**src/rtl/cpu_pkg.sv**
```systemverilog
// Shared Mini SRC definitions: opcodes, ALU select codes, sequencer states and
// instruction classes.
package cpu_pkg;

  localparam int unsigned OPW_DEF  = 5;
  localparam int unsigned ALUW_DEF = 5;

  localparam logic [4:0] OP_LD   = 5'b00000;
  localparam logic [4:0] OP_LDI  = 5'b00001;
  localparam logic [4:0] OP_ST   = 5'b00010;
  localparam logic [4:0] OP_ADD  = 5'b00011;
  localparam logic [4:0] OP_SUB  = 5'b00100;
  localparam logic [4:0] OP_AND  = 5'b00101;
  localparam logic [4:0] OP_OR   = 5'b00110;
  localparam logic [4:0] OP_ROR  = 5'b00111;
  localparam logic [4:0] OP_ROL  = 5'b01000;
  localparam logic [4:0] OP_SHR  = 5'b01001;
  localparam logic [4:0] OP_SHRA = 5'b01010;
  localparam logic [4:0] OP_SHL  = 5'b01011;
  localparam logic [4:0] OP_ADDI = 5'b01100;
  localparam logic [4:0] OP_ANDI = 5'b01101;
  localparam logic [4:0] OP_ORI  = 5'b01110;
  localparam logic [4:0] OP_BR   = 5'b10010;
  localparam logic [4:0] OP_JR   = 5'b10011;
  localparam logic [4:0] OP_JAL  = 5'b10100;
  localparam logic [4:0] OP_IN   = 5'b10101;
  localparam logic [4:0] OP_OUT  = 5'b10110;
  localparam logic [4:0] OP_NOP  = 5'b11010;
  localparam logic [4:0] OP_HALT = 5'b11011;

  localparam logic [4:0] ALU_NONE = 5'b00000;
  localparam logic [4:0] ALU_ADD  = 5'b00011;
  localparam logic [4:0] ALU_AND  = 5'b00101;
  localparam logic [4:0] ALU_OR   = 5'b00110;

  typedef enum logic [3:0] {
    RST, T0, T1, T2, T3, T4, T5, T6, T7, HALT
  } state_t;

  typedef enum logic [3:0] {
    CL_ALU, CL_IMM, CL_LDI, CL_LD, CL_ST, CL_BR,
    CL_JR, CL_JAL, CL_IN, CL_OUT, CL_NOP, CL_HALT
  } iclass_t;

endpackage

```
**src/rtl/control_sequencer_if.sv**
```systemverilog
// Control bundle between the sequencer (master) and DataPath (slave).
interface control_sequencer_if #(
  parameter int unsigned ALUW = 5
);
  logic [31:0]     IR;
  logic            CON;
  logic            PCout, IncPC, ZLOout, ZLOin, Cout, MDRout, RAMenable;
  logic            MARin, PCin, MDRin, IRin, Yin;
  logic            Gra, Grb, Grc, Rin, Rout, BAout;
  logic            read, write, conin;
  logic            ZMuxEnable, ZSelect, ZMuxOut;
  logic            OutPortenable, PortInout, R15in;
  logic [ALUW-1:0] aluControl;
  logic            run;

  modport master (
    input  IR, CON,
    output PCout, IncPC, ZLOout, ZLOin, Cout, MDRout, RAMenable,
    output MARin, PCin, MDRin, IRin, Yin,
    output Gra, Grb, Grc, Rin, Rout, BAout,
    output read, write, conin,
    output ZMuxEnable, ZSelect, ZMuxOut,
    output OutPortenable, PortInout, R15in,
    output aluControl, run
  );

  modport slave (
    output IR, CON,
    input  PCout, IncPC, ZLOout, ZLOin, Cout, MDRout, RAMenable,
    input  MARin, PCin, MDRin, IRin, Yin,
    input  Gra, Grb, Grc, Rin, Rout, BAout,
    input  read, write, conin,
    input  ZMuxEnable, ZSelect, ZMuxOut,
    input  OutPortenable, PortInout, R15in,
    input  aluControl, run
  );
endinterface

```
**src/rtl/opcode_decode.sv**
```systemverilog
// Maps an opcode to its execute-sequence class and the ALU select it needs.
module opcode_decode
  import cpu_pkg::*;
#(
  parameter int unsigned OPW  = 5,
  parameter int unsigned ALUW = 5
) (
  input  logic [OPW-1:0]  i_opcode,
  output iclass_t         o_class,
  output logic [ALUW-1:0] o_alu
);

  always_comb begin
    o_class = CL_NOP;
    o_alu   = ALUW'(ALU_NONE);
    case (i_opcode)
      OP_ADD, OP_SUB, OP_AND, OP_OR, OP_ROR,
      OP_ROL, OP_SHR, OP_SHRA, OP_SHL: begin
        o_class = CL_ALU;
        o_alu   = ALUW'(i_opcode);
      end
      OP_ADDI: begin o_class = CL_IMM; o_alu = ALUW'(ALU_ADD); end
      OP_ANDI: begin o_class = CL_IMM; o_alu = ALUW'(ALU_AND); end
      OP_ORI:  begin o_class = CL_IMM; o_alu = ALUW'(ALU_OR);  end
      OP_LDI:  begin o_class = CL_LDI; o_alu = ALUW'(ALU_ADD); end
      OP_LD:   begin o_class = CL_LD;  o_alu = ALUW'(ALU_ADD); end
      OP_ST:   begin o_class = CL_ST;  o_alu = ALUW'(ALU_ADD); end
      OP_BR:   begin o_class = CL_BR;  o_alu = ALUW'(ALU_ADD); end
      OP_JR:   o_class = CL_JR;
      OP_JAL:  o_class = CL_JAL;
      OP_IN:   o_class = CL_IN;
      OP_OUT:  o_class = CL_OUT;
      OP_HALT: o_class = CL_HALT;
      default: o_class = CL_NOP;
    endcase
  end

endmodule

```
**src/rtl/control_sequencer.sv**
```systemverilog
// Hardwired Moore control unit for Mini SRC: fetch T0-T2, class-specific
// execute T3-T7, strobes decoded from state and IR.
module control_sequencer
  import cpu_pkg::*;
#(
  parameter int unsigned OPW  = 5,
  parameter int unsigned ALUW = 5
) (
  input  logic                 clock,
  input  logic                 clear,
  control_sequencer_if.master  bus
);

  state_t          r_state;
  state_t          w_next;
  iclass_t         w_class;
  logic [ALUW-1:0] w_alu;
  logic            w_unused;

  assign w_unused = &{1'b0, bus.IR[31-OPW:0]};

  opcode_decode #(.OPW(OPW), .ALUW(ALUW)) u_decode (
    .i_opcode (bus.IR[31:32-OPW]),
    .o_class  (w_class),
    .o_alu    (w_alu)
  );

  always_ff @(posedge clock) begin
    if (clear) r_state <= RST;
    else       r_state <= w_next;
  end

  // Each class returns to T0 after its last execute step; only halt parks.
  always_comb begin
    w_next = r_state;
    unique case (r_state)
      RST:  w_next = T0;
      T0:   w_next = T1;
      T1:   w_next = T2;
      T2:   w_next = T3;
      T3: begin
        unique case (w_class)
          CL_HALT:                        w_next = HALT;
          CL_NOP, CL_JR, CL_IN, CL_OUT:   w_next = T0;
          default:                        w_next = T4;
        endcase
      end
      T4:   w_next = (w_class == CL_JAL) ? T0 : T5;
      T5: begin
        if (w_class == CL_LD || w_class == CL_ST || w_class == CL_BR) w_next = T6;
        else                                                         w_next = T0;
      end
      T6:   w_next = (w_class == CL_BR) ? T0 : T7;
      T7:   w_next = T0;
      HALT: w_next = HALT;
      default: w_next = RST;
    endcase
  end

  always_comb begin
    {bus.PCout, bus.IncPC, bus.ZLOout, bus.ZLOin, bus.Cout, bus.MDRout, bus.RAMenable} = '0;
    {bus.MARin, bus.PCin, bus.MDRin, bus.IRin, bus.Yin}                               = '0;
    {bus.Gra, bus.Grb, bus.Grc, bus.Rin, bus.Rout, bus.BAout}                         = '0;
    {bus.read, bus.write, bus.conin}                                                  = '0;
    {bus.ZMuxEnable, bus.ZSelect, bus.ZMuxOut}                                        = '0;
    {bus.OutPortenable, bus.PortInout, bus.R15in}                                     = '0;
    bus.aluControl = '0;
    bus.run        = 1'b1;
    unique case (r_state)
      T0: begin bus.PCout = 1'b1; bus.MARin = 1'b1; bus.IncPC = 1'b1; end
      T1: begin bus.read = 1'b1; bus.RAMenable = 1'b1; bus.MDRin = 1'b1; end
      T2: begin bus.MDRout = 1'b1; bus.IRin = 1'b1; end
      T3: begin
        unique case (w_class)
          CL_ALU, CL_IMM:        begin bus.Grb = 1'b1; bus.Rout = 1'b1; bus.Yin = 1'b1; end
          CL_LDI, CL_LD, CL_ST:  begin bus.Grb = 1'b1; bus.BAout = 1'b1; bus.Yin = 1'b1; end
          CL_BR:  begin bus.Gra = 1'b1; bus.Rout = 1'b1; bus.conin = 1'b1; end
          CL_JR:  begin bus.Gra = 1'b1; bus.Rout = 1'b1; bus.PCin = 1'b1; end
          CL_JAL: begin bus.PCout = 1'b1; bus.R15in = 1'b1; end
          CL_IN:  begin bus.PortInout = 1'b1; bus.Gra = 1'b1; bus.Rin = 1'b1; end
          CL_OUT: begin bus.Gra = 1'b1; bus.Rout = 1'b1; bus.OutPortenable = 1'b1; end
          default: ;
        endcase
      end
      T4: begin
        unique case (w_class)
          CL_ALU: begin
            bus.Grc = 1'b1; bus.Rout = 1'b1; bus.ZLOin = 1'b1; bus.aluControl = w_alu;
          end
          CL_IMM, CL_LDI, CL_LD, CL_ST: begin
            bus.Cout = 1'b1; bus.ZLOin = 1'b1; bus.aluControl = w_alu;
          end
          CL_BR:  begin bus.PCout = 1'b1; bus.Yin = 1'b1; end
          CL_JAL: begin bus.Gra = 1'b1; bus.Rout = 1'b1; bus.PCin = 1'b1; end
          default: ;
        endcase
      end
      T5: begin
        unique case (w_class)
          CL_ALU, CL_IMM, CL_LDI: begin
            bus.ZMuxEnable = 1'b1; bus.ZMuxOut = 1'b1; bus.Gra = 1'b1; bus.Rin = 1'b1;
          end
          CL_LD, CL_ST: begin bus.ZLOout = 1'b1; bus.MARin = 1'b1; end
          CL_BR: begin bus.Cout = 1'b1; bus.ZLOin = 1'b1; bus.aluControl = w_alu; end
          default: ;
        endcase
      end
      T6: begin
        unique case (w_class)
          CL_LD: begin bus.read = 1'b1; bus.RAMenable = 1'b1; bus.MDRin = 1'b1; end
          CL_ST: begin bus.Gra = 1'b1; bus.Rout = 1'b1; bus.MDRin = 1'b1; end
          CL_BR: begin bus.ZLOout = bus.CON; bus.PCin = bus.CON; end
          default: ;
        endcase
      end
      T7: begin
        unique case (w_class)
          CL_LD: begin bus.MDRout = 1'b1; bus.Gra = 1'b1; bus.Rin = 1'b1; end
          CL_ST: begin bus.write = 1'b1; bus.RAMenable = 1'b1; end
          default: ;
        endcase
      end
      HALT: bus.run = 1'b0;
      default: ;
    endcase
  end

endmodule

```
**src/flat_wrapper.sv**
```systemverilog
// flat-port wrapper written by rule: the top's interface ports become plain ports
module control_sequencer_flat import cpu_pkg::*;
#(
  parameter int unsigned OPW  = 5,
  parameter int unsigned ALUW = 5
)
  (clock, clear, bus_IR, bus_CON, bus_PCout, bus_IncPC, bus_ZLOout, bus_ZLOin, bus_Cout, bus_MDRout, bus_RAMenable, bus_MARin, bus_PCin, bus_MDRin, bus_IRin, bus_Yin, bus_Gra, bus_Grb, bus_Grc, bus_Rin, bus_Rout, bus_BAout, bus_read, bus_write, bus_conin, bus_ZMuxEnable, bus_ZSelect, bus_ZMuxOut, bus_OutPortenable, bus_PortInout, bus_R15in, bus_aluControl, bus_run);
  control_sequencer_if #(.ALUW(ALUW)) bus_i ();
  input  logic clock;
  input  logic clear;
  input wire logic [$bits(bus_i.IR)-1:0] bus_IR;
  input wire logic [$bits(bus_i.CON)-1:0] bus_CON;
  output wire logic [$bits(bus_i.PCout)-1:0] bus_PCout;
  output wire logic [$bits(bus_i.IncPC)-1:0] bus_IncPC;
  output wire logic [$bits(bus_i.ZLOout)-1:0] bus_ZLOout;
  output wire logic [$bits(bus_i.ZLOin)-1:0] bus_ZLOin;
  output wire logic [$bits(bus_i.Cout)-1:0] bus_Cout;
  output wire logic [$bits(bus_i.MDRout)-1:0] bus_MDRout;
  output wire logic [$bits(bus_i.RAMenable)-1:0] bus_RAMenable;
  output wire logic [$bits(bus_i.MARin)-1:0] bus_MARin;
  output wire logic [$bits(bus_i.PCin)-1:0] bus_PCin;
  output wire logic [$bits(bus_i.MDRin)-1:0] bus_MDRin;
  output wire logic [$bits(bus_i.IRin)-1:0] bus_IRin;
  output wire logic [$bits(bus_i.Yin)-1:0] bus_Yin;
  output wire logic [$bits(bus_i.Gra)-1:0] bus_Gra;
  output wire logic [$bits(bus_i.Grb)-1:0] bus_Grb;
  output wire logic [$bits(bus_i.Grc)-1:0] bus_Grc;
  output wire logic [$bits(bus_i.Rin)-1:0] bus_Rin;
  output wire logic [$bits(bus_i.Rout)-1:0] bus_Rout;
  output wire logic [$bits(bus_i.BAout)-1:0] bus_BAout;
  output wire logic [$bits(bus_i.read)-1:0] bus_read;
  output wire logic [$bits(bus_i.write)-1:0] bus_write;
  output wire logic [$bits(bus_i.conin)-1:0] bus_conin;
  output wire logic [$bits(bus_i.ZMuxEnable)-1:0] bus_ZMuxEnable;
  output wire logic [$bits(bus_i.ZSelect)-1:0] bus_ZSelect;
  output wire logic [$bits(bus_i.ZMuxOut)-1:0] bus_ZMuxOut;
  output wire logic [$bits(bus_i.OutPortenable)-1:0] bus_OutPortenable;
  output wire logic [$bits(bus_i.PortInout)-1:0] bus_PortInout;
  output wire logic [$bits(bus_i.R15in)-1:0] bus_R15in;
  output wire logic [$bits(bus_i.aluControl)-1:0] bus_aluControl;
  output wire logic [$bits(bus_i.run)-1:0] bus_run;
  assign bus_i.IR = bus_IR;
  assign bus_i.CON = bus_CON;
  assign bus_PCout = bus_i.PCout;
  assign bus_IncPC = bus_i.IncPC;
  assign bus_ZLOout = bus_i.ZLOout;
  assign bus_ZLOin = bus_i.ZLOin;
  assign bus_Cout = bus_i.Cout;
  assign bus_MDRout = bus_i.MDRout;
  assign bus_RAMenable = bus_i.RAMenable;
  assign bus_MARin = bus_i.MARin;
  assign bus_PCin = bus_i.PCin;
  assign bus_MDRin = bus_i.MDRin;
  assign bus_IRin = bus_i.IRin;
  assign bus_Yin = bus_i.Yin;
  assign bus_Gra = bus_i.Gra;
  assign bus_Grb = bus_i.Grb;
  assign bus_Grc = bus_i.Grc;
  assign bus_Rin = bus_i.Rin;
  assign bus_Rout = bus_i.Rout;
  assign bus_BAout = bus_i.BAout;
  assign bus_read = bus_i.read;
  assign bus_write = bus_i.write;
  assign bus_conin = bus_i.conin;
  assign bus_ZMuxEnable = bus_i.ZMuxEnable;
  assign bus_ZSelect = bus_i.ZSelect;
  assign bus_ZMuxOut = bus_i.ZMuxOut;
  assign bus_OutPortenable = bus_i.OutPortenable;
  assign bus_PortInout = bus_i.PortInout;
  assign bus_R15in = bus_i.R15in;
  assign bus_aluControl = bus_i.aluControl;
  assign bus_run = bus_i.run;
  control_sequencer #(.OPW(OPW), .ALUW(ALUW)) u_core (.clock(clock), .clear(clear), .bus(bus_i));
endmodule
```
**config.mk**
```make
export PLATFORM = sky130hd
export DESIGN_NAME = control_sequencer_flat
export DESIGN_NICKNAME = d
export VERILOG_FILES = /design/src/rtl/cpu_pkg.sv /design/src/rtl/control_sequencer_if.sv /design/src/rtl/opcode_decode.sv /design/src/rtl/control_sequencer.sv /design/src/flat_wrapper.sv
export SDC_FILE = /design/constraint.sdc
export NUM_CORES = 1
export LEC_CHECK = 0
export CORE_UTILIZATION = 39
export CTS_BUF_LIST = sky130_fd_sc_hd__clkbuf_4 sky130_fd_sc_hd__clkbuf_8
export CTS_CLUSTER_DIAMETER = 200
export DETAILED_ROUTE_END_ITERATION = 10
export GPL_TIMING_DRIVEN = 0
export PLACE_DENSITY = 0.88
export SYNTH_ARGS = -nofsm -noshare
export SYNTH_HDL_FRONTEND = slang
export SYNTH_SLANG_ARGS = --single-unit
```
**constraint.sdc**
```tcl
create_clock -name clock -period 6.05 [get_ports clock]
set_input_delay 1.815 -clock clock [delete_from_list [all_inputs] [get_ports clock]]
set_output_delay 1.815 -clock clock [all_outputs]
set_load 0.05 [all_outputs]
```
* Word level (Yosys, flattened, before mapping)
Cells that the tools add are included. Widths: inputs -> output; s select.
Cells by class: add/sub/neg operators 0, $mul 0, reductions and logical operators 18, divide/modulo/power cells 0, muxes and demuxes 53, $lt $le $gt $ge 0, equality and inequality tests 40, shifts and indexed selects 0, bitwise gates (word level) 0
Operators with widths (number):
- $pmux 4 s11 | 1
- $pmux 4 s9 | 1
- $eq 5x4->1 const B | 7
- $eq 4x3->1 const B | 8
- $eq 5x5->1 const B | 6
- $mux 1 | 29
- $eq 4x4->1 const B | 6
- $eq 5x3->1 const B | 4
- $pmux 5 s4 | 1
- $eq 4x2->1 const B | 4
- $pmux 1 s2 | 8
- $pmux 1 s3 | 5
- $reduce_or 5->1 | 3
- $reduce_or 4->1 | 3
- $eq 5x2->1 const B | 2
- $mux 5 | 2
- $pmux 5 s2 | 1
- $reduce_or 3->1 | 3
- $reduce_or 9->1 | 1
- $eq 4x1->1 const B | 2
- $logic_not 4->1 | 2
- $pmux 4 s2 | 1
- $mux 3 | 2
- $reduce_or 2->1 | 3
- other kinds (5) | 6
Storage, ports and cells: register bits after elaboration 4, memories kept 0, bits in read-only memories 0, RAM bits 0, bits in latches 0, word-level logic and storage cells 112, output and inout port bits 33

* Depth between registers and ports, before layout
Gate-level depths: netlist of run 1.
word-level depth 8, gate-level depth with buffers 6, mapped depth without buffers 4

* Modules after synthesis
From an unflattened synthesis of run 1, not the netlist that was laid out.
Unflattened totals: cells, all modules 174, area total of the unflattened synthesis 1101.1 sq um
By module, submodules not included:
- control_sequencer | cells an instance 134, seq. area each 80.1 sq um, times used 1, area an instance 797.0 sq um
- opcode_decode | cells an instance 40, seq. area each 0.0 sq um, times used 1, area an instance 304.0 sq um

* Worst setup path before layout of run 1
Ideal clock, no wire load.
kind input to output, start point input bus_IR[29], end point output bus_aluControl[2], path buffers 2, arrival 4.101 ns, setup slack 0.134 ns, stages on the path 6, cell sequence buf_2 -> nor2_2 -> and3_1 -> buf_4 -> a22oi_2 -> nor4bb_1
On the way: word-level cells in the longest chain between the ends 7, elaborated cells between the ends (all ways) 36, those cells by class eq/ne: 25; mux: 5; reduce/logical: 6
RTL lines:
- start: declaration | RTL line flat_wrapper.sv:11 | input wire logic [$bits(bus_i.IR)-1:0] bus_IR;
- $eq 5x2->1 (tied with other cells) | RTL line opcode_decode.sv:16 | case (i_opcode)
- $reduce_or 9->1 or $reduce_or 3->1 (tied branches)
- $pmux 4 s11 | RTL line opcode_decode.sv:16
- $eq 4x1->1 (tied with other cells) | RTL line control_sequencer.sv:86 | unique case (w_class)
- $reduce_or 5->1 (no source line)
- $mux 5 | RTL line control_sequencer.sv:86
- $pmux 5 s2 (*) | RTL line control_sequencer.sv:69 | unique case (r_state)
- end: declaration | RTL line flat_wrapper.sv:40 | output wire logic [$bits(bus_i.aluControl)-1:0] bus_aluControl;
Mark *: on every way between the ends. The rest lies on a longest branch, timed or not.

* Worst setup path after layout of run 1
start point input bus_IR[31], end point output bus_Rout
On the way: word-level cells in the longest chain between the ends 7, elaborated cells between the ends (all ways) 37, those cells by class eq/ne: 26; mux: 5; reduce/logical: 6
RTL lines:
- $eq 5x2->1 (tied with other cells) | RTL line opcode_decode.sv:16
- $reduce_or 9->1 or $reduce_or 3->1 (tied branches)
- $pmux 4 s11 (*) | RTL line opcode_decode.sv:16
- $eq 4x3->1 (tied with other cells) | RTL line control_sequencer.sv:74 | unique case (w_class)
- $reduce_or 5->1 (no source line) or $reduce_or 2->1 (tied branches)
- $mux 1 (on tied branches) | RTL line control_sequencer.sv:74, control_sequencer.sv:86
- $pmux 1 s3 (*) | RTL line control_sequencer.sv:69
- end: declaration | RTL line flat_wrapper.sv:29 | output wire logic [$bits(bus_i.Rout)-1:0] bus_Rout;
Marks and branches as above.

==> metrics.cfg, run 1 <==
[final_layout]
final_nets=221
largest_register_ff_count=4
multiInputGateArea_um2=791
area.sequential_um2=80.1
synthToLayoutAreaGrowth_pct=44.1
fin_util=0.616
drive_gt1_frac=0.147
final_cells=212
regMostFlops=u_core.r_state
insertedDiodeCount=0
fillCellCount=198
reg.largest.list=u_core.r_state (4)

[clocking]
clock_sinks=4
clock_latency_ns=0.23
htree_num_levels=1
cts_made_buffers=3
cts_hold_buf=0
cts-root-buf=sky130_fd_sc_hd__clkbuf_4
cts.path.max_buffers=2
cts_tree=done
clk_pin_slew_worst_paths_ns=0.04

[placed_design]
port_buffers=36
gp_routability_congestion=0.863
post-dp-hpwl_um=2320
dp.cells=209

[timing]
tightestPinTransition_ns=0.566
final_min_period_over_clock_period=0.979
maxSlewHeadroom=0.618
report.final.slew_viol_count=0
hold_ws_ns=0.719
clock_skew_ns=0.00256
report.final.hold_viol_count=0
grt_setup_unrepaired=false
finalWorstPathRequiredPeriod_ns=5.92
setup_viol=0
maximum_operating_frequency_mhz=169

[setup_path]
endpoint_kind=output port
worst-path-max-fanout=10
worst-endpoint-arrival_ns=4.11
worst_setup_path_start_kind=input pin
timing.setup.critical_path_class=input pin to output port
required_ns=4.24

[detailed_routing]
drt_first_pass_iters=4
ant_nets=0
routedWlPerCell_um=14.0
drt-total-wl_um=2960
detail_route.drc_violations=0
vias_per_cell=5.92
routed-via-count=1256
drt_iter0_markers=42

[grt]
gr-usage-all-layers=0.220
antenna_found_initial=0
maximum_number_of_pins_on_one_net_before_global_route_repair=11
grt_first_pass_wirelength_um=4670
first_global_vias=1043
global_route.overflow_total=0

[hold_path]
hold_path_class=flip-flop to flip-flop

[floorplan]
start_util=0.427
floorplan.die.width_um=51.9
core_um2=2280
die-area_um2=2700
boundaryPins=68
rows=17
fp.dieH_um=51.9

[synthesis]
postSynthCellCount=144
synth_sequential_area_ratio=0.0824
yosys_most_used_dff=sky130_fd_sc_hd__dfxtp_1
synthesis.area_per_instance_um2=6.75
synth_edf_count=0
synth_seq_cells=4
mappedNetlistArea_um2=972
synthDistinctLibCells=51
async_reset_ff_frac=0
ys.warnings.count=0

[run]
cap_violations=0

[pwr]
power.total_uw=137
power.density_nw_per_um2=97.8
p_leak_uw=0.000617
max-vdd-ir-drop_uv=108

[outcome]
status=finished, final reports clean

==> cell type report <==
class                      instances  area share
buffer                            16      0.0589
inverter                           6      0.0161
sequential                         4      0.0571
multi-input combinational        119       0.564
tap                               28      0.0250
timing repair buffer              36       0.263
clock buffer                       3      0.0161
==> report_power, final <==
group | total (uW) | switching, uW | internal, uW
logic | 74.4 | 48.7 | 25.8
registers | 30.8 | 2.97 | 27.9
clock network | 31.9 | 9.73 | 22.1
total | 137 | 61.4 | 75.7
==> kinds of logic after synthesis <==
family	share of synthesized area
buf+inv	0.108
flops	0.0824
other cells	0.00386
compound gates	0.300
simple gates	0.497
xor+xnor	0.00901
==> cells in the mapped netlist (4+ instances only) <==
| master | n | area share |
|---|---|---|
| sky130_fd_sc_hd__buf_4 | 4 | 0.031 |
| sky130_fd_sc_hd__o21ai_0 | 9 | 0.046 |
| sky130_fd_sc_hd__nand3_1 | 6 | 0.031 |
| sky130_fd_sc_hd__nor3_1 | 6 | 0.031 |
| sky130_fd_sc_hd__nor2b_1 | 4 | 0.026 |
| sky130_fd_sc_hd__dfxtp_1 | 4 | 0.082 |
| sky130_fd_sc_hd__and2_1 | 4 | 0.026 |
| sky130_fd_sc_hd__nor2_1 | 11 | 0.042 |
| sky130_fd_sc_hd__nand2_1 | 8 | 0.031 |
| sky130_fd_sc_hd__clkbuf_1 | 6 | 0.023 |
| sky130_fd_sc_hd__nand2b_1 | 10 | 0.064 |
| sky130_fd_sc_hd__a31oi_1 | 6 | 0.039 |
| sky130_fd_sc_hd__buf_2 | 6 | 0.031 |
| sky130_fd_sc_hd__a21oi_1 | 8 | 0.041 |
| sky130_fd_sc_hd__inv_1 | 5 | 0.019 |
==> per-layer routing <==
| metal | up-vias | global-route usage | wire length, um | share of wire |
|---|---|---|---|---|
| li1 | 605 | - | - | - |
| met2 | 70 | 0.380 | 1430 | 0.48 |
| met4 | 0 | 0.0450 | 23 | 0.0078 |
| met1 | 575 | 0.295 | 1290 | 0.44 |
| met5 | - | 0 | 0 | 0 |
| met3 | 6 | 0.0146 | 209 | 0.071 |
==> per-stage QoR <==
stage	setup slack [ns]	TNS, ns	area [um^2]
after floorplan	0.134	0	976
after global placement	-0.0285	-0.0285	1370
after detailed placement	-0.0667	-0.0992	1370
after CTS	0.0336	0	1390
after global routing	0.0210	0	1400
final	0.129	0	1400
==> final timing paths <==
check                                  startpoint  slack, ns           endpoint  depth (start not counted)
worst min-delay path            u_core.r_state[0]       0.72  u_core.r_state[1]                          3
worst max-delay path                   bus_IR[31]       0.13           bus_Rout                          7
worst min register to register  u_core.r_state[0]       0.72  u_core.r_state[1]                          3
worst max register to register  u_core.r_state[3]       4.54  u_core.r_state[2]                          5
==> cell usage in the layout, fill, tap and decap left out, drive strengths merged, types with 2 or more instances in the layout <==
cell           synthesis  final
clkdlybuf4s50          0     30
nor2                  12     12
nand2b                10     10
buf                   10     10
o21ai                  9      9
a21oi                  9      9
clkbuf                 6      9
nand2                  8      8
a31oi                  6      6
nor3                   6      6
nand3                  6      6
inv                    6      6
nor2b                  5      5
and2                   4      4
dlymetal6s2s           0      4
dfxtp                  4      4
or3                    3      3
and3                   3      3
and3b                  3      3
or2                    3      3
nor4b                  3      3
o211ai                 2      2
o22a                   2      2
o22ai                  2      2
conb                   1      2
dlygate4sd2            0      2
or4b                   2      2
nor4                   2      2
o311ai                 2      2
==> worst max-delay path: stages <==
cell	delay, ns
sky130_fd_sc_hd__clkdlybuf4s50_1	0.52
sky130_fd_sc_hd__buf_2	0.23
sky130_fd_sc_hd__clkbuf_1	0.40
sky130_fd_sc_hd__a21oi_1	0.08
sky130_fd_sc_hd__o311ai_0	0.17
sky130_fd_sc_hd__nand3_1	0.15
sky130_fd_sc_hd__clkdlybuf4s50_1	0.73
==> timing repair <==
action	4_1_cts	5_1_grt
setup buffers	0	0
cloned	0	0
hold endpoints to repair	0	0
setup endpoints to repair	2	4
gates resized for setup	2	4
No activity file was read; power rests on OpenSTA's default activity.
==> run 2, diff against run 1 <==
--- a/config.mk
+++ b/config.mk
@@ -5,12 +5,13 @@
 export SDC_FILE = /design/constraint.sdc
 export NUM_CORES = 1
 export LEC_CHECK = 0
-export CORE_UTILIZATION = 39
+export ABC_AREA = 1
+export CORE_UTILIZATION = 36
 export CTS_BUF_LIST = sky130_fd_sc_hd__clkbuf_4 sky130_fd_sc_hd__clkbuf_8
 export CTS_CLUSTER_DIAMETER = 200
 export DETAILED_ROUTE_END_ITERATION = 10
 export GPL_TIMING_DRIVEN = 0
-export PLACE_DENSITY = 0.88
+export PLACE_DENSITY = 0.87
 export SYNTH_ARGS = -nofsm -noshare
 export SYNTH_HDL_FRONTEND = slang
 export SYNTH_SLANG_ARGS = --single-unit
==> metrics.cfg, run 2 <==
[clocking]
cts.path.max_buffers=2
cts_setup_buffers=0
htree_num_levels=1
clock_sinks=4
clock_latency_ns=0.25
cts_tree=done
clk_pin_slew_worst_paths_ns=0.04
cts_made_buffers=3
cts-root-buf=sky130_fd_sc_hd__clkbuf_4

[final_layout]
reg.largest.list=u_core.r_state (4)
mostFrequentLayoutCell=sky130_fd_sc_hd__nor2_1
drive_gt1_frac=0.157
synthToLayoutAreaGrowth_pct=56.9
multiInputGateArea_um2=608
final_cells=232
regMostFlops=u_core.r_state
insertedDiodeCount=0
final_cell_mix=sky130_fd_sc_hd__nor2_1, sky130_fd_sc_hd__nand2_1, sky130_fd_sc_hd__inv_1
largest_register_ff_count=4
final_nets=241
fillCellCount=224
area.sequential_um2=80.1

[synthesis]
synthDistinctLibCells=27
postSynthCellCount=162
mappedNetlistArea_um2=842
synth.top_cell.area_share=0.129
async_reset_ff_frac=0
synth_sequential_area_ratio=0.0951
synthSimpleGateAreaFrac=0.517
synth_compound_area_frac=0.196
multiplexer_area_fraction_after_synthesis=0
synth_largest_area_cell=sky130_fd_sc_hd__nor2_1
synthesis.area_per_instance_um2=5.20
yosys.area_share.xor_xnor=0
synth.area.top_cells=sky130_fd_sc_hd__nor2_1, sky130_fd_sc_hd__nand2_1, sky130_fd_sc_hd__inv_1
synth_fa_ha_area_frac=0
synth_seq_cells=4
combinational_family_with_the_most_area_after_synthesis=simple AND/OR/NAND/NOR gates
yosys_most_used_dff=sky130_fd_sc_hd__dfxtp_1
ys.warnings.count=0
synth_most_common_cell=sky130_fd_sc_hd__nor2_1
synthTopCellsByCount=sky130_fd_sc_hd__nor2_1, sky130_fd_sc_hd__nand2_1, sky130_fd_sc_hd__inv_1
synth_edf_count=0

[timing]
setup_ws_ns=0.131
setup_viol=0
report.final.hold_viol_count=0
maxSlewHeadroom=0.661
clock_skew_ns=0.00956
final_min_period_over_clock_period=0.978
report.final.slew_viol_count=0
finalWorstPathRequiredPeriod_ns=5.92
grt_setup_unrepaired=false
tightestPinTransition_ns=0.508
maximum_operating_frequency_mhz=169
finalSetupTns_ns=0

[detailed_routing]
vias_per_cell=5.20
drt-total-wl_um=2600
routed-via-count=1206
detail_route.drc_violations=0
drt_first_pass_iters=4
ant_nets=0
routedWlPerCell_um=11.2
drt_iter0_markers=41

[grt]
maximum_number_of_pins_on_one_net_before_global_route_repair=11
first_global_vias=1018
grt_first_pass_wirelength_um=4400
antenna_found_initial=0
gr-usage-all-layers=0.226
global_route.overflow_total=0

[placed_design]
post-dp-hpwl_um=2070
dp.cells=229
pre_cts_ws_ns=0.0458
port_buffers=38
gp_routability_congestion=0.924

[setup_path]
worst-endpoint-arrival_ns=4.10
critical_path.reg2reg.endpoint=u_core.r_state[2]
regToRegStartpoint=u_core.r_state[2]
worst_setup_path_start_kind=input pin
r2r_setup_slack_ns=4.65
crit_path_start=bus_IR[27]
worst-path-max-fanout=5
required_ns=4.24
endpoint_kind=output port
reg2regPathDepth=8
timing.setup.critical_path_class=input pin to output port
worstSetupEndpoint=bus_ZMuxOut

[pwr]
seq_power_share=0.222
clockPowerShare=0.260
power.total_uw=134
power.density_nw_per_um2=102
p_leak_uw=0.000928
p_switching_uw=61.3
netSwitchingFraction=0.456
power.share.combinational=0.518
internal_power_uw=73.0
max-vdd-ir-drop_uv=101

[floorplan]
start_util=0.381
rows=17
floorplan.die.width_um=50.4
core_um2=2210
fp.dieH_um=50.4
die-area_um2=2540
boundaryPins=68

[hold_path]
min_delay_startpoint=u_core.r_state[3]
hold_path_class=flip-flop to flip-flop

[outcome]
status=finished, final reports clean

[run]
cap_violations=0

-- run 2: layout make-up --
type / instances / share of cell area
Sequential cell: 4 / 0.0606
Multi-Input combinational cell: 120 / 0.460
Clock buffer: 3 / 0.0170
Timing Repair Buffer: 38 / 0.316
Inverter: 36 / 0.102
Tap cell: 28 / 0.0265
Buffer: 3 / 0.0170
-- run 2: metal layers --
layer,track usage,routed length [um],vias to the layer above
li1,-,-,601
met1,0.294,1120,524
met2,0.353,1200,75
met3,0.0606,228,6
met4,0.0833,44,0
met5,0,0,-
-- run 2: power groups by stage --
| stage | registers, uW | clock network (uW) | logic (uW) |
|---|---|---|---|
| 6_report | 29.8 | 34.9 | 69.6 |
| 2_1_floorplan | 29.7 | 0 | 48.4 |
| 5_1_grt | 30.2 | 41.3 | 75.8 |
| 3_5_place_dp | 30.2 | 0 | 69.4 |
| 4_1_cts | 29.8 | 36.6 | 69.5 |
| 3_3_place_gp | 30.1 | 0 | 68.6 |
-- run 2: how the worst min path moves through the flow --
| stage | cells past startpoint | slack [ns] | to |
|---|---|---|---|
| 2_1_floorplan | 3 | 0.51 | u_core.r_state[0] |
| 3_3_place_gp | 3 | 0.55 | u_core.r_state[0] |
| 3_5_place_dp | 3 | 0.56 | u_core.r_state[0] |
| 4_1_cts | 3 | 0.57 | u_core.r_state[0] |
| 5_1_grt | 3 | 0.61 | u_core.r_state[0] |
| 6_report | 3 | 0.57 | u_core.r_state[0] |
-- run 2: logic make-up (layout without fill, tap and decap cells) --
group           Yosys count  in the layout
simple gates             92             92
buf+inv                  39             80
compound gates           26             26
flops                     4              4
other cells               1              2
-- run 2: through the flow --
stage	util	area, um^2	hold WS [ns]
floorplan	-	846	0.514
global placement	0.570	1260	0.553
detailed placement	0.570	1260	0.556
CTS	0.580	1280	0.566
global route	0.597	1320	0.612
finish	0.597	1320	0.568
-- run 2: what timing repair did --
| item | CTS | global route |
|---|---|---|
| setup endpoints to repair | 0 | 15 |
| hold buffers | 0 | 0 |
| resized for setup | 0 | 15 |
-- run 2: critical path, stage by stage --
cell and delay, ns:
sky130_fd_sc_hd__clkdlybuf4s50_1 0.57, sky130_fd_sc_hd__inv_2 0.06, sky130_fd_sc_hd__nor2_1 0.19, sky130_fd_sc_hd__nand3_1 0.25
sky130_fd_sc_hd__nand2_2 0.17, sky130_fd_sc_hd__o21ai_1 0.08, sky130_fd_sc_hd__inv_2 0.07, sky130_fd_sc_hd__buf_4 0.10
sky130_fd_sc_hd__clkdlybuf4s50_1 0.78
==> run 3, diff against run 2 <==
--- a/config.mk
+++ b/config.mk
@@ -6,6 +6,8 @@
 export NUM_CORES = 1
 export LEC_CHECK = 0
 export ABC_AREA = 1
+export ABC_CLOCK_PERIOD_IN_PS = 6050
+export CORE_MARGIN = 3
 export CORE_UTILIZATION = 36
 export CTS_BUF_LIST = sky130_fd_sc_hd__clkbuf_4 sky130_fd_sc_hd__clkbuf_8
 export CTS_CLUSTER_DIAMETER = 200
==> metrics.cfg, run 3 (synthesized netlist as in run 2, its figures left out) <==
[detailed_routing]
drt_first_pass_iters=4
vias_per_cell=5.02
routedWlPerCell_um=11.3
detail_route.drc_violations=0
drt_iter0_markers=46
ant_nets=0
drt-total-wl_um=2600
routed-via-count=1159

[outcome]
status=finished, final reports clean

[clocking]
clk_pin_slew_worst_paths_ns=0.03
cts-root-buf=sky130_fd_sc_hd__clkbuf_4
cts.path.max_buffers=2
cts_tree=done
htree_num_levels=1
clock_sinks=4
cts_made_buffers=3
clock_latency_ns=0.24

[final_layout]
insertedDiodeCount=0
regMostFlops=u_core.r_state
synthToLayoutAreaGrowth_pct=55.6
reg.largest.list=u_core.r_state (4)
fillCellCount=221
largest_register_ff_count=4
drive_gt1_frac=0.157
final_nets=241
mostFrequentLayoutCell=sky130_fd_sc_hd__nor2_1
final_cells=231
final_cell_mix=sky130_fd_sc_hd__nor2_1, sky130_fd_sc_hd__nand2_1, sky130_fd_sc_hd__clkdlybuf4s50_1

[setup_path]
critical_path.reg2reg.endpoint=u_core.r_state[2]
required_ns=4.24
reg2regPathDepth=8
worst-path-max-fanout=5
regToRegStartpoint=u_core.r_state[2]
worst-endpoint-arrival_ns=4.10
endpoint_kind=output port
timing.setup.critical_path_class=input pin to output port
r2r_setup_slack_ns=4.63
worst_setup_path_start_kind=input pin

[pwr]
power.density_nw_per_um2=101
p_leak_uw=0.000856
max-vdd-ir-drop_uv=127

[hold_path]
worstHoldPathCells=3
hold_path_end=u_core.r_state[0]
hold_path_class=flip-flop to flip-flop
min_delay_startpoint=u_core.r_state[3]

[floorplan]
boundaryPins=68
start_util=0.404
rows=16
fp.dieH_um=54.4
floorplan.die.width_um=54.4
core_um2=2080
die-area_um2=2960

[timing]
clock_skew_ns=0.00693
final_min_period_over_clock_period=0.978
finalWorstPathRequiredPeriod_ns=5.92
maximum_operating_frequency_mhz=169
maxSlewHeadroom=0.657
report.final.hold_viol_count=0
report.final.slew_viol_count=0
setup_viol=0
finalSetupTns_ns=0
grt_setup_unrepaired=false
tightestPinTransition_ns=0.514

[run]
cap_violations=0

[grt]
antenna_found_initial=0
maximum_number_of_pins_on_one_net_before_global_route_repair=11
grt_first_pass_wirelength_um=4220
first_global_vias=972
gr-usage-all-layers=0.187
global_route.overflow_total=0

[placed_design]
port_buffers=38
post-dp-hpwl_um=2110
gp_routability_congestion=0.927
dp.cells=228

## run 3: cell count changes in the layout (fill, tap and decap cells not counted)
cell,before,now
sky130_fd_sc_hd__dlymetal6s2s_1,15,11
sky130_fd_sc_hd__clkdlybuf4s50_1,23,27
## run 3: worst max-delay path: stages
cell,delay [ns]
sky130_fd_sc_hd__clkdlybuf4s50_1,0.56
sky130_fd_sc_hd__inv_2,0.07
sky130_fd_sc_hd__nor2_2,0.20
sky130_fd_sc_hd__nand2_2,0.14
sky130_fd_sc_hd__nor2_2,0.20
sky130_fd_sc_hd__inv_1,0.13
sky130_fd_sc_hd__o21ai_0,0.18
sky130_fd_sc_hd__clkdlybuf4s50_1,0.82
## run 3: layout make-up
cell class	count	area (um^2)	share of cell area
Tap cell	27	33.8	0.0258
Clock buffer	3	22.5	0.0172
Inverter	36	135	0.103
Multi-Input combinational cell	120	608	0.464
Timing Repair Buffer	38	408	0.311
Buffer	3	22.5	0.0172
Sequential cell	4	80.1	0.0611
## run 3: what timing repair did
action                     4_1_cts  5_1_grt
hold buffers                     0        0
resized for setup                0       11
setup buffers                    0        0
setup endpoints to repair        0       11
## run 3: worst max path at each step
stage | cells after the start | from | end | slack, ns
2_1_floorplan | 6 | bus_IR[28] | bus_MDRin | 0.78
3_3_place_gp | 11 | bus_IR[30] | bus_R15in | 0.07
3_5_place_dp | 11 | bus_IR[30] | bus_R15in | 0.06
4_1_cts | 11 | bus_IR[30] | bus_R15in | 0.04
5_1_grt | 8 | bus_IR[28] | bus_RAMenable | 0.01
6_report | 8 | bus_IR[28] | bus_RAMenable | 0.13
## run 3: metrics by stage
step	hold slack (ns)	instance area, um^2	setup slack (ns)	total power [uW]	util
global placement	0.554	1260	0.0693	99.0	0.605
CTS	0.569	1280	0.0432	134	0.616
detailed placement	0.561	1260	0.0645	99.2	0.605
floorplan	0.514	846	0.780	78.1	-
finish	0.567	1310	0.134	132	0.629
global route	0.612	1310	0.0120	143	0.629
## run 3: power by group
group / switching (uW) / leakage (uW) / total [uW] / internal [uW]
clock network: 11.0 / 0.0000138 / 33.2 / 22.2
registers: 1.98 / 0.0000328 / 29.9 / 27.9
logic: 46.4 / 0.000809 / 69.4 / 22.9
## run 3: per-layer routing
metal | GRT usage | routed length (um) | vias up
met4 | 0.0166 | 0 | 0
met2 | 0.287 | 1110 | 73
met1 | 0.274 | 1150 | 483
li1 | - | - | 603
met5 | 0 | 0 | -
met3 | 0.0381 | 343 | 0
